File: config.mk
export PLATFORM = sky130hd
export DESIGN_NAME = thumb_fetch_buffer
export DESIGN_NICKNAME = d
export VERILOG_FILES = /design/src/rtl/thumb_fetch_buffer_pkg.sv /design/src/rtl/thumb_fetch_buffer_halfword_fifo.sv /design/src/rtl/thumb_fetch_buffer.sv
export SDC_FILE = /design/constraint.sdc
export NUM_CORES = 1
export LEC_CHECK = 0
export ABC_AREA = 1
export BUFFER_PORTS_ARGS = -buffer_cell sky130_fd_sc_hd__buf_2
export CORE_ASPECT_RATIO = 1.2
export CORE_MARGIN = 8
export CORE_UTILIZATION = 30
export CTS_CLUSTER_SIZE = 20
export DETAILED_ROUTE_END_ITERATION = 6
export GPL_TIMING_DRIVEN = 1
export PLACE_DENSITY = 0.55
export SLEW_MARGIN = 20
export SYNTH_ARGS = -nofsm -noshare
export SYNTH_HDL_FRONTEND = slang
export SYNTH_SLANG_ARGS = --single-unit
export TNS_END_PERCENT = 100
File: constraint.sdc
create_clock -name clk_i -period 4.6 [get_ports clk_i]
set_input_delay 0.69 -clock clk_i [delete_from_list [all_inputs] [get_ports clk_i]]
set_output_delay 0.69 -clock clk_i [all_outputs]
set_load 0.005 [all_outputs]
File: src/rtl/thumb_fetch_buffer_pkg.sv
// Shared widths, Thumb-2 prefix encodings and small helpers for the fetch buffer.
package thumb_fetch_buffer_pkg;

    localparam int HALF_WORD = 16;
    localparam int WORD      = 32;

    // Top five bits of the first halfword of every 32-bit Thumb instruction.
    localparam logic [4:0] T32_PREFIX_0 = 5'b11101;
    localparam logic [4:0] T32_PREFIX_1 = 5'b11110;
    localparam logic [4:0] T32_PREFIX_2 = 5'b11111;

    typedef enum logic {
        ST_IDLE = 1'b0,   // no memory read outstanding
        ST_WAIT = 1'b1    // one memory read outstanding
    } fetch_state_e;

    // Write side of the halfword FIFO for one cycle.
    typedef struct packed {
        logic                 push1;  // push hw0 only
        logic                 push2;  // push hw0 then hw1
        logic [HALF_WORD-1:0] hw0;
        logic [HALF_WORD-1:0] hw1;
    } fifo_push_t;

    function automatic logic is_t32_prefix(input logic [HALF_WORD-1:0] hw);
        return (hw[15:11] == T32_PREFIX_0) ||
               (hw[15:11] == T32_PREFIX_1) ||
               (hw[15:11] == T32_PREFIX_2);
    endfunction

endpackage

File: src/rtl/thumb_fetch_buffer_halfword_fifo.sv
// Circular halfword FIFO accepting up to two writes and one read per cycle.
module halfword_fifo
    import thumb_fetch_buffer_pkg::*;
#(
    parameter int DEPTH = 4
) (
    input  logic                     clk_i,
    input  logic                     rst_n_i,
    input  logic                     flush_i,
    input  logic                     push1_i,
    input  logic                     push2_i,
    input  logic [HALF_WORD-1:0]     wdata0_i,
    input  logic [HALF_WORD-1:0]     wdata1_i,
    input  logic                     pop_i,
    output logic [$clog2(DEPTH):0]   count_o,
    output logic [HALF_WORD-1:0]     head_o
);

    localparam int AW = $clog2(DEPTH);

    logic [HALF_WORD-1:0] mem_q [DEPTH];
    logic [AW-1:0]        wr_ptr_q;
    logic [AW-1:0]        rd_ptr_q;
    logic [AW:0]          count_q;
    logic [AW-1:0]        wr_ptr_nx;
    logic [AW:0]          n_push;

    assign wr_ptr_nx = wr_ptr_q + AW'(1);
    assign n_push    = push2_i ? (AW+1)'(2) : (push1_i ? (AW+1)'(1) : '0);
    assign count_o   = count_q;
    assign head_o    = mem_q[rd_ptr_q];

    // Storage and pointers; storage is cleared on reset so the head is never X.
    always_ff @(posedge clk_i or negedge rst_n_i) begin
        if (!rst_n_i) begin
            for (int i = 0; i < DEPTH; i++) mem_q[i] <= '0;
            wr_ptr_q <= '0;
            rd_ptr_q <= '0;
            count_q  <= '0;
        end else if (flush_i) begin
            wr_ptr_q <= '0;
            rd_ptr_q <= '0;
            count_q  <= '0;
        end else begin
            if (push1_i || push2_i) mem_q[wr_ptr_q]  <= wdata0_i;
            if (push2_i)            mem_q[wr_ptr_nx] <= wdata1_i;
            wr_ptr_q <= wr_ptr_q + n_push[AW-1:0];
            if (pop_i) rd_ptr_q <= rd_ptr_q + AW'(1);
            count_q  <= count_q + n_push - (AW+1)'(pop_i);
        end
    end

endmodule

File: src/rtl/thumb_fetch_buffer.sv
// Thumb fetch front end: word fetch, halfword split, 32-bit suffix tagging, redirect.
module thumb_fetch_buffer
    import thumb_fetch_buffer_pkg::*;
#(
    parameter int          DEPTH    = 4,
    parameter logic [31:0] RESET_PC = 32'h0000_0000
) (
    input  logic                 clk_i,
    input  logic                 rst_n_i,
    output logic                 imem_req_o,
    output logic [WORD-1:0]      imem_addr_o,
    input  logic [WORD-1:0]      imem_rdata_i,
    input  logic                 imem_rvalid_i,
    input  logic                 branch_valid_i,
    input  logic [WORD-1:0]      branch_target_i,
    input  logic                 instr_ready_i,
    output logic                 instr_valid_o,
    output logic [HALF_WORD-1:0] instr_o,
    output logic [WORD-1:0]      instr_pc_o,
    output logic                 instr_suffix_o
);

    localparam int CW = $clog2(DEPTH) + 1;

    fetch_state_e        state_q;
    logic [WORD-1:0]     fetch_addr_q, fetch_addr_d;
    logic [WORD-1:0]     pc_q, pc_d;
    logic                suffix_q, suffix_d;
    logic                epoch_q;
    logic                req_epoch_q;
    logic                drop_low_q;

    logic [CW-1:0]        fifo_cnt;
    logic [HALF_WORD-1:0] fifo_head;
    fifo_push_t           push;
    logic [CW:0]          n_push;
    logic [CW:0]          occ_next;
    logic                 flush, pop, rsp_ok, req;
    logic                 unused_target_b0;

    assign unused_target_b0 = branch_target_i[0];

    assign flush         = branch_valid_i;
    assign instr_valid_o = (fifo_cnt != '0);
    assign pop           = instr_valid_o && instr_ready_i && !flush;
    // A response is only used if it belongs to the current redirect epoch.
    assign rsp_ok        = imem_rvalid_i && (state_q == ST_WAIT) &&
                           (req_epoch_q == epoch_q) && !flush;

    // Split the returned word into halfwords, skipping the low half after an odd-halfword redirect.
    always_comb begin
        push = '0;
        if (rsp_ok) begin
            if (drop_low_q) begin
                push.push1 = 1'b1;
                push.hw0   = imem_rdata_i[31:16];
            end else begin
                push.push2 = 1'b1;
                push.hw0   = imem_rdata_i[15:0];
                push.hw1   = imem_rdata_i[31:16];
            end
        end
    end

    // Occupancy after this edge includes the response landing now, so the next
    // response always has room for two halfwords even if decode stalls.
    assign n_push   = push.push2 ? (CW+1)'(2) : (push.push1 ? (CW+1)'(1) : '0);
    assign occ_next = {1'b0, fifo_cnt} - (CW+1)'(pop) + n_push;
    assign req      = rst_n_i && !flush && (occ_next <= (CW+1)'(DEPTH - 2)) &&
                      ((state_q == ST_IDLE) || imem_rvalid_i);

    assign imem_req_o     = req;
    assign imem_addr_o    = fetch_addr_q;
    assign instr_o        = fifo_head;
    assign instr_pc_o     = pc_q;
    assign instr_suffix_o = suffix_q;

    // Next head PC, suffix tag and fetch address for the non-redirect case.
    always_comb begin
        pc_d         = pc_q;
        suffix_d     = suffix_q;
        fetch_addr_d = fetch_addr_q;
        if (pop) begin
            pc_d     = pc_q + 32'd2;
            suffix_d = suffix_q ? 1'b0 : is_t32_prefix(fifo_head);
        end
        if (req) fetch_addr_d = fetch_addr_q + 32'd4;
    end

    // Fetch FSM with epoch, PC and suffix registers; a redirect overrides everything.
    always_ff @(posedge clk_i or negedge rst_n_i) begin
        if (!rst_n_i) begin
            state_q      <= ST_IDLE;
            fetch_addr_q <= {RESET_PC[31:2], 2'b00};
            pc_q         <= {RESET_PC[31:1], 1'b0};
            suffix_q     <= 1'b0;
            epoch_q      <= 1'b0;
            req_epoch_q  <= 1'b0;
            // An odd-halfword reset PC skips the low half of the first word.
            drop_low_q   <= RESET_PC[1];
        end else if (flush) begin
            state_q      <= ST_IDLE;
            fetch_addr_q <= {branch_target_i[31:2], 2'b00};
            pc_q         <= {branch_target_i[31:1], 1'b0};
            suffix_q     <= 1'b0;
            epoch_q      <= ~epoch_q;
            drop_low_q   <= branch_target_i[1];
        end else begin
            fetch_addr_q <= fetch_addr_d;
            pc_q         <= pc_d;
            suffix_q     <= suffix_d;
            if (rsp_ok) drop_low_q <= 1'b0;
            if (req) begin
                state_q     <= ST_WAIT;
                req_epoch_q <= epoch_q;
            end else if ((state_q == ST_WAIT) && imem_rvalid_i) begin
                state_q     <= ST_IDLE;
            end
        end
    end

    halfword_fifo #(.DEPTH(DEPTH)) u_fifo (
        .clk_i    (clk_i),
        .rst_n_i  (rst_n_i),
        .flush_i  (flush),
        .push1_i  (push.push1),
        .push2_i  (push.push2),
        .wdata0_i (push.hw0),
        .wdata1_i (push.hw1),
        .pop_i    (pop),
        .count_o  (fifo_cnt),
        .head_o   (fifo_head)
    );

endmodule

# ---- Word level (Yosys, flattened, before mapping)
# Index checks and enable logic that the tools add are counted.
dict set report totals {
  n_memories 0
  elab_cells 97
  inputBits 69
  output_inout_bits 83
  romBits 0
  regBits 140
  mem_bits_rw 0
  latchBits 0
}
dict set report classes {
  muxes 37
  mul 0
  eq_ne 4
  bitwise 6
  shift 0
  n_div 0
  magnitude_cmp 6
  n_reduce_logical 21
  add_sub_neg 9
}
# cell n
set ops {}
lappend ops {{two-way mux 64 bit} 3}
lappend ops {{bitwise mux 64 bit} 2}
lappend ops {{two-way mux 32 bit} 4}
lappend ops {{two-way mux 16 bit} 6}
lappend ops {{demux 16 bit (select 2 bit)} 2}
lappend ops {{two-way mux 34 bit} 1}
lappend ops {{adder 32 x 2 -> 32 bit, second input constant} 1}
lappend ops {{adder 32 x 3 -> 32 bit, second input constant} 1}
lappend ops {{binary-select mux 16 bit (select 2 bit)} 1}
lappend ops {{equality test 5 bit, second input constant} 3}
lappend ops {{two-way mux 1 bit} 12}
lappend ops {{logical AND 1 bit} 10}
lappend ops {{greater-or-equal comparator 3 bit, second input constant} 3}
lappend ops {{NOT 2 -> 3 bit} 3}
lappend ops {{two-way mux 2 bit} 4}
lappend ops {{< comparator 3 x 1 -> 1 bit, second input constant} 2}
lappend ops {{two-way mux 3 bit} 2}
lappend ops {{nonzero test 2 bit} 3}
lappend ops {{nonzero test 3 bit} 2}
lappend ops {{adder 2 x 1 -> 2 bit, second input constant} 2}
lappend ops {{adder 4 x 2 -> 4 bit} 1}
lappend ops {{<= comparator 4 x 2 -> 1 bit, second input constant} 1}
lappend ops {{logical OR 1 bit} 4}
lappend ops {{subtractor 3 x 1 -> 4 bit} 1}
lappend ops {{7 further kinds} 9}

# ---- Logic depth before layout (Yosys ltp)
dict set report logic_depth {
  depth_word 12
  depth_mapped 18
  mapped_depth_nobuf 16
}

# ---- By module
# From an unflattened synthesis, not the netlist that was laid out.
dict set report hier_totals {
  cells_unflattened 1563
  hier_area_um2 9853.2
}
# mod area_per_inst_um2 n_inst seq_area_each_um2 cells_each
set by_module_without_submodules {}
lappend by_module_without_submodules {thumb_fetch_buffer 5066.1 1 1651.6 811}
lappend by_module_without_submodules {halfword_fifo 4787.1 1 1776.7 752}

# ---- Worst setup path after synthesis
# OpenSTA, ideal clock, no wires.
dict set report synth_path {
  kind {in2out}
  start {input port branch_valid_i}
  end {output port imem_req_o}
  cell_stages 13
  path_buffers 3
  slack_ps 947
  arrival_ps 2963
  required_ps 3910
  path_cell_list {buf_4 -> nor2_1 -> clkbuf_1 -> ha_1 -> inv_1 -> ha_1 -> fa_1 -> nand2_1 -> nand3_1 -> nor2_1 -> nand3_1 -> inv_1 -> buf_2}
}
dict set report synth_between {
  elab_chain_cells 9
  word_cells_on_any_way 12
  classes_between {2 x add/sub; 1 x order compare; 3 x mux; 6 x reduce/logical}
}
# element line_no
set synth_rtl {}
lappend synth_rtl {{start: declaration} thumb_fetch_buffer.sv:14} ;# input logic branch_valid_i,
lappend synth_rtl {{logical NOT 1 bit *} {thumb_fetch_buffer.sv:45, thumb_fetch_buffer.sv:48, thumb_fetch_buffer.sv:69}}
lappend synth_rtl {{branches (longest 6 deep; another with subtractor 3 x 1 -> 4 bit)} --}
lappend synth_rtl {{logical AND 1 bit * (2 in a row)} thumb_fetch_buffer.sv:69} ;# assign req = rst_n_i && !flush && (occ_next <= (CW+1)'(DEPTH - 2)) &&
lappend synth_rtl {{end: declaration} thumb_fetch_buffer.sv:10} ;# output logic imem_req_o,
# Every way passes the cells marked *.

# ---- Worst setup path in the final report
dict set report layout_path {
  start {register epoch_q}
  end {output port imem_req_o}
}
dict set report layout_between {
  elab_chain_cells 10
}
# element line_no
set layout_rtl {}
lappend layout_rtl {{start: declaration} thumb_fetch_buffer.sv:29} ;# logic epoch_q;
lappend layout_rtl {{start signal: assignment} thumb_fetch_buffer.sv:106} ;# epoch_q <= ~epoch_q;
lappend layout_rtl {{equality test 1 bit *} thumb_fetch_buffer.sv:48} ;# (req_epoch_q == epoch_q) && !flush;
lappend layout_rtl {{logical AND 1 bit *} thumb_fetch_buffer.sv:47} ;# assign rsp_ok = imem_rvalid_i && (state_q == ST_WAIT) &&
lappend layout_rtl {{logical AND 1 bit *} thumb_fetch_buffer.sv:48}
lappend layout_rtl {{two-way mux 34 bit *} thumb_fetch_buffer.sv:53} ;# if (rsp_ok) begin
lappend layout_rtl {{two-way mux 1 bit} thumb_fetch_buffer.sv:67} ;# assign n_push = push.push2 ? (CW+1)'(2) : (push.push1 ? (CW+1)'(1) : '0);
lappend layout_rtl {{two-way mux 2 bit *} thumb_fetch_buffer.sv:67}
lappend layout_rtl {{adder 4 x 2 -> 4 bit *} thumb_fetch_buffer.sv:68} ;# assign occ_next = {1'b0, fifo_cnt} - (CW+1)'(pop) + n_push;
lappend layout_rtl {{<= comparator 4 x 2 -> 1 bit *} thumb_fetch_buffer.sv:69}
lappend layout_rtl {{logical AND 1 bit * (2 in a row)} thumb_fetch_buffer.sv:69}
# Mark *: on every way between the ends. The rest lies on a longest branch, timed or not.

==> reports/qor.csv <==
stage;metric;value;unit
global_routing;vias in the first global route;9913;
detailed_routing;remaining antenna violation count after routing;0;
final_layout;Area Overhead vs Synth;16.5;%
clock_network;buffers inserted by post-CTS timing repair;0;
final_layout;# diodes;0;
setup_path;critical path fanouts, max;17;
global_routing;first-pass GRT wire length;56.9;mm
clock_network;CTS tree;yes;
setup_path;Reg2Reg Setup Slack;1.08;ns
clock_network;Root Driver;clkbuf_16;
synthesis;FFs w/ async S/R, synth;100;%
detailed_routing;vias per cell;5.04;
final_layout;fin area;11400;µm²
detailed_routing;total number of vias;10300;
clock_network;H-Tree Depth;4;
clock_network;clk slew on worst S/H paths;0.06;ns
synthesis;syn avg cell area;6.45;µm²
detailed_routing;residual DRC count;0;
synthesis;top-area cell type share of the netlist area;35.0;%
detailed_routing;1st-pass router iterations;7;
detailed_routing;WL/cell;17.6;µm
synthesis;Mapped Area;9790;µm²
sta;actual slew at the worst max-slew pin;1.10;ns
final_layout;sequential cell area;3430;µm²
worst_hold_path;Hold/Removal Path Class;input port to asynchronous set/reset pin;
power;power per cell area;463;nW/µm²
synthesis;Cells after Synth;1517;
global_routing;initial antenna violation count;0;
sta;PnR worst setup slack;0.670;ns
sta;RSZ-0062 raised after global routing;no;
global_routing;pin count of the biggest net entering global routing;66;
synthesis;Synth cell types;41;
floorplanning;Total Die Area;38700;µm²
sta;period utilisation layout;85.4;%
setup_path;required time worst endpoint;3.91;ns
final_layout;# fillers;3534;
sta;skew final;0.0162;ns
power;worst vdd ir;0.183;mV
synthesis;Synth Warn #;0;
clock_network;CTS Buffer Depth;2;
detailed_routing;initial DRC count;968;
sta;final setup vio count;0;
placement;hpwl dp;25.7;mm
setup_path;arrival time worst endpoint;3.24;ns
floorplanning;IO Pins;152;
synthesis;sequential cell area fraction in the yosys report;35.0;%
setup_path;kind of critical path;flop to primary output;
clock_network;post_cts resized;0;
placement;number of buffers added on ports;147;
floorplanning;Initial Util;30.4;%
final_layout;share of cells above drive strength 1;14.5;%
clock_network;CTS Buf Count;17;
detailed_routing;Routed WL;36.0;mm
power;Leakage;5.90;nW
sta;Max Freq;0.254;GHz
sta;Slew HR;26.8;%
clock_network;Clock Latency Late Sink;0.43;ns
sta;min cycle time layout;3.93;ns
sta;final slew viol count;0;
clock_network;clk sinks;137;
placement;dpl ws;0.785;ns
setup_path;Startpoint Class;flop;
floorplanning;site row count;72;
placement;GP Congestion;0.926;
setup_path;CP Capture Type;primary output;
floorplanning;Die Y;214;µm
synthesis;Synth area leaders;dfrtp_1 (35%), nand2_1 (22%), nor2_1 (7.7%);
sta;Final Hold Viols;0;
synthesis;EDFF count, synth;0;
run;Max-Cap Viols;0;
synthesis;Seq cells post-synth;137;
synthesis;post-synth top area cell;dfrtp_1;
final_layout;Layout Nets;1705;
sta;hold slack;0.125;ns
clock_network;Hold-fix buffers, CTS;0;
placement;Area after DPL;10800;µm²
synthesis;Post-synth top flop;dfrtp_1;
global_routing;gr usage total;18.5;%
global_routing;total congestion overflow;0;
floorplanning;die width;181;µm
final_layout;Multi-input gate area;5500;µm²
final_layout;Final Util;35.5;%
outcome;status;finished, final reports clean;
sta;final setup TNS;0;ns
floorplanning;core area;32200;µm²
[placed cells by master (no fill, tap or decap), types with 4 or more instances in the layout]
master        n
nand3_4       4
a31oi_2      10
o21ai_0      59
o221ai_1      4
o21ai_1       6
nor2_2        7
nor2_1      202
clkbuf_16    17
nor3_1       24
a21oi_1      14
nand3_1     141
o211ai_1     18
nor2_4        4
inv_2         8
ha_1          8
nand2_1     581
xnor2_1       5
dfrtp_1     137
clkinvlp_4    4
nand3b_1      5
buf_2       145
bufinv_16     4
xor2_1       27
buf_4        16
inv_1       120
nand4_1      27
o22ai_1      11
[final cells by class]
type                    instances  area share (%)
multi-input cells            1180            48.2
flip-flops and latches        137            30.0
repair buffers                162            7.51
well taps                     407            4.46
inverters                     129            4.24
clock buffers                  20            4.09
clock inverters                11            1.48
[where the power goes]
group          internal [W]  switching [W]
Clock              0.000949       0.000575
Sequential          0.00152       0.000380
Combinational      0.000702        0.00115
[cell usage after synthesis (all sizes together), types with 8 or more instances]
cell type  instances
clkbuf            31
nand2            585
nand3            147
o22ai             11
buf               42
o211ai            18
nor2             215
nor3              24
xor2              27
o21ai             65
inv              128
a21oi             14
dfrtp            137
nand4             30
ha                 8
a31oi             13
[final timing paths]
check	from	endpoint	cells past startpoint
max in group asynchronous	rst_n_i	u_fifo.mem_q[43]$_DFFE_PN0N_	2
hold / removal	rst_n_i	instr_pc_o[24]$_DFFE_PN0N_	1
min in group clk_i	instr_suffix_o$_DFFE_PN0N_	instr_suffix_o$_DFFE_PN0N_	2
setup / recovery	epoch_q$_DFFE_PN0P_	imem_req_o	13
setup reg to reg	epoch_q$_DFFE_PN0P_	imem_addr_o[10]$_DFFE_PN0P_	15
hold reg to reg	instr_suffix_o$_DFFE_PN0N_	instr_suffix_o$_DFFE_PN0N_	2
[critical path, stage by stage, from the launching register on]
cell	delay, ns
dfrtp_1	0.41
nand2_1	0.14
nand2_1	0.10
nor2_4	0.13
nand3_2	0.35
ha_1	0.44
inv_1	0.07
fa_1	0.50
nand2_1	0.07
nand3_1	0.07
nor2_1	0.09
nand3_1	0.13
inv_1	0.18
buf_2	0.15
[flip-flops by register name, indices dropped and copies added (netlist names), 2 cells and up]
signal and count:
imem_addr_o 30, u_fifo.rd_ptr_q 2, instr_pc_o 31, u_fifo.count_o 3, u_fifo.wr_ptr_q 2, u_fifo.mem_q 64
[kinds of logic after synthesis]
family / after synthesis / share of synthesized area (%)
AND/OR/NAND/NOR: 1010 / 43.9
buffers and inverters: 202 / 8.92
adder cells (fa/ha/maj): 9 / 1.23
AO/OA/AOI/OAI: 126 / 8.02
XOR/XNOR: 32 / 2.86
flip-flops: 137 / 35.0
other: 1 / 0.0383
[per-stage QoR]
step	power, W	cells
after floorplan	0.00300	1519
after global placement	0.00376	2015
after detailed placement	0.00380	2015
after CTS	0.00533	2046
after global routing	0.00567	2046
final	0.00528	2046
[metal layers]
layer / track usage [%] / share of wire (%) / routed length (µm)
met1: 24.0 / 43 / 15500
met5: 0 / 0 / 0
met4: 6.35 / 2.7 / 963
met2: 30.5 / 47 / 16900
met3: 3.49 / 7.5 / 2710
No activity file was read; power rests on OpenSTA's default activity.
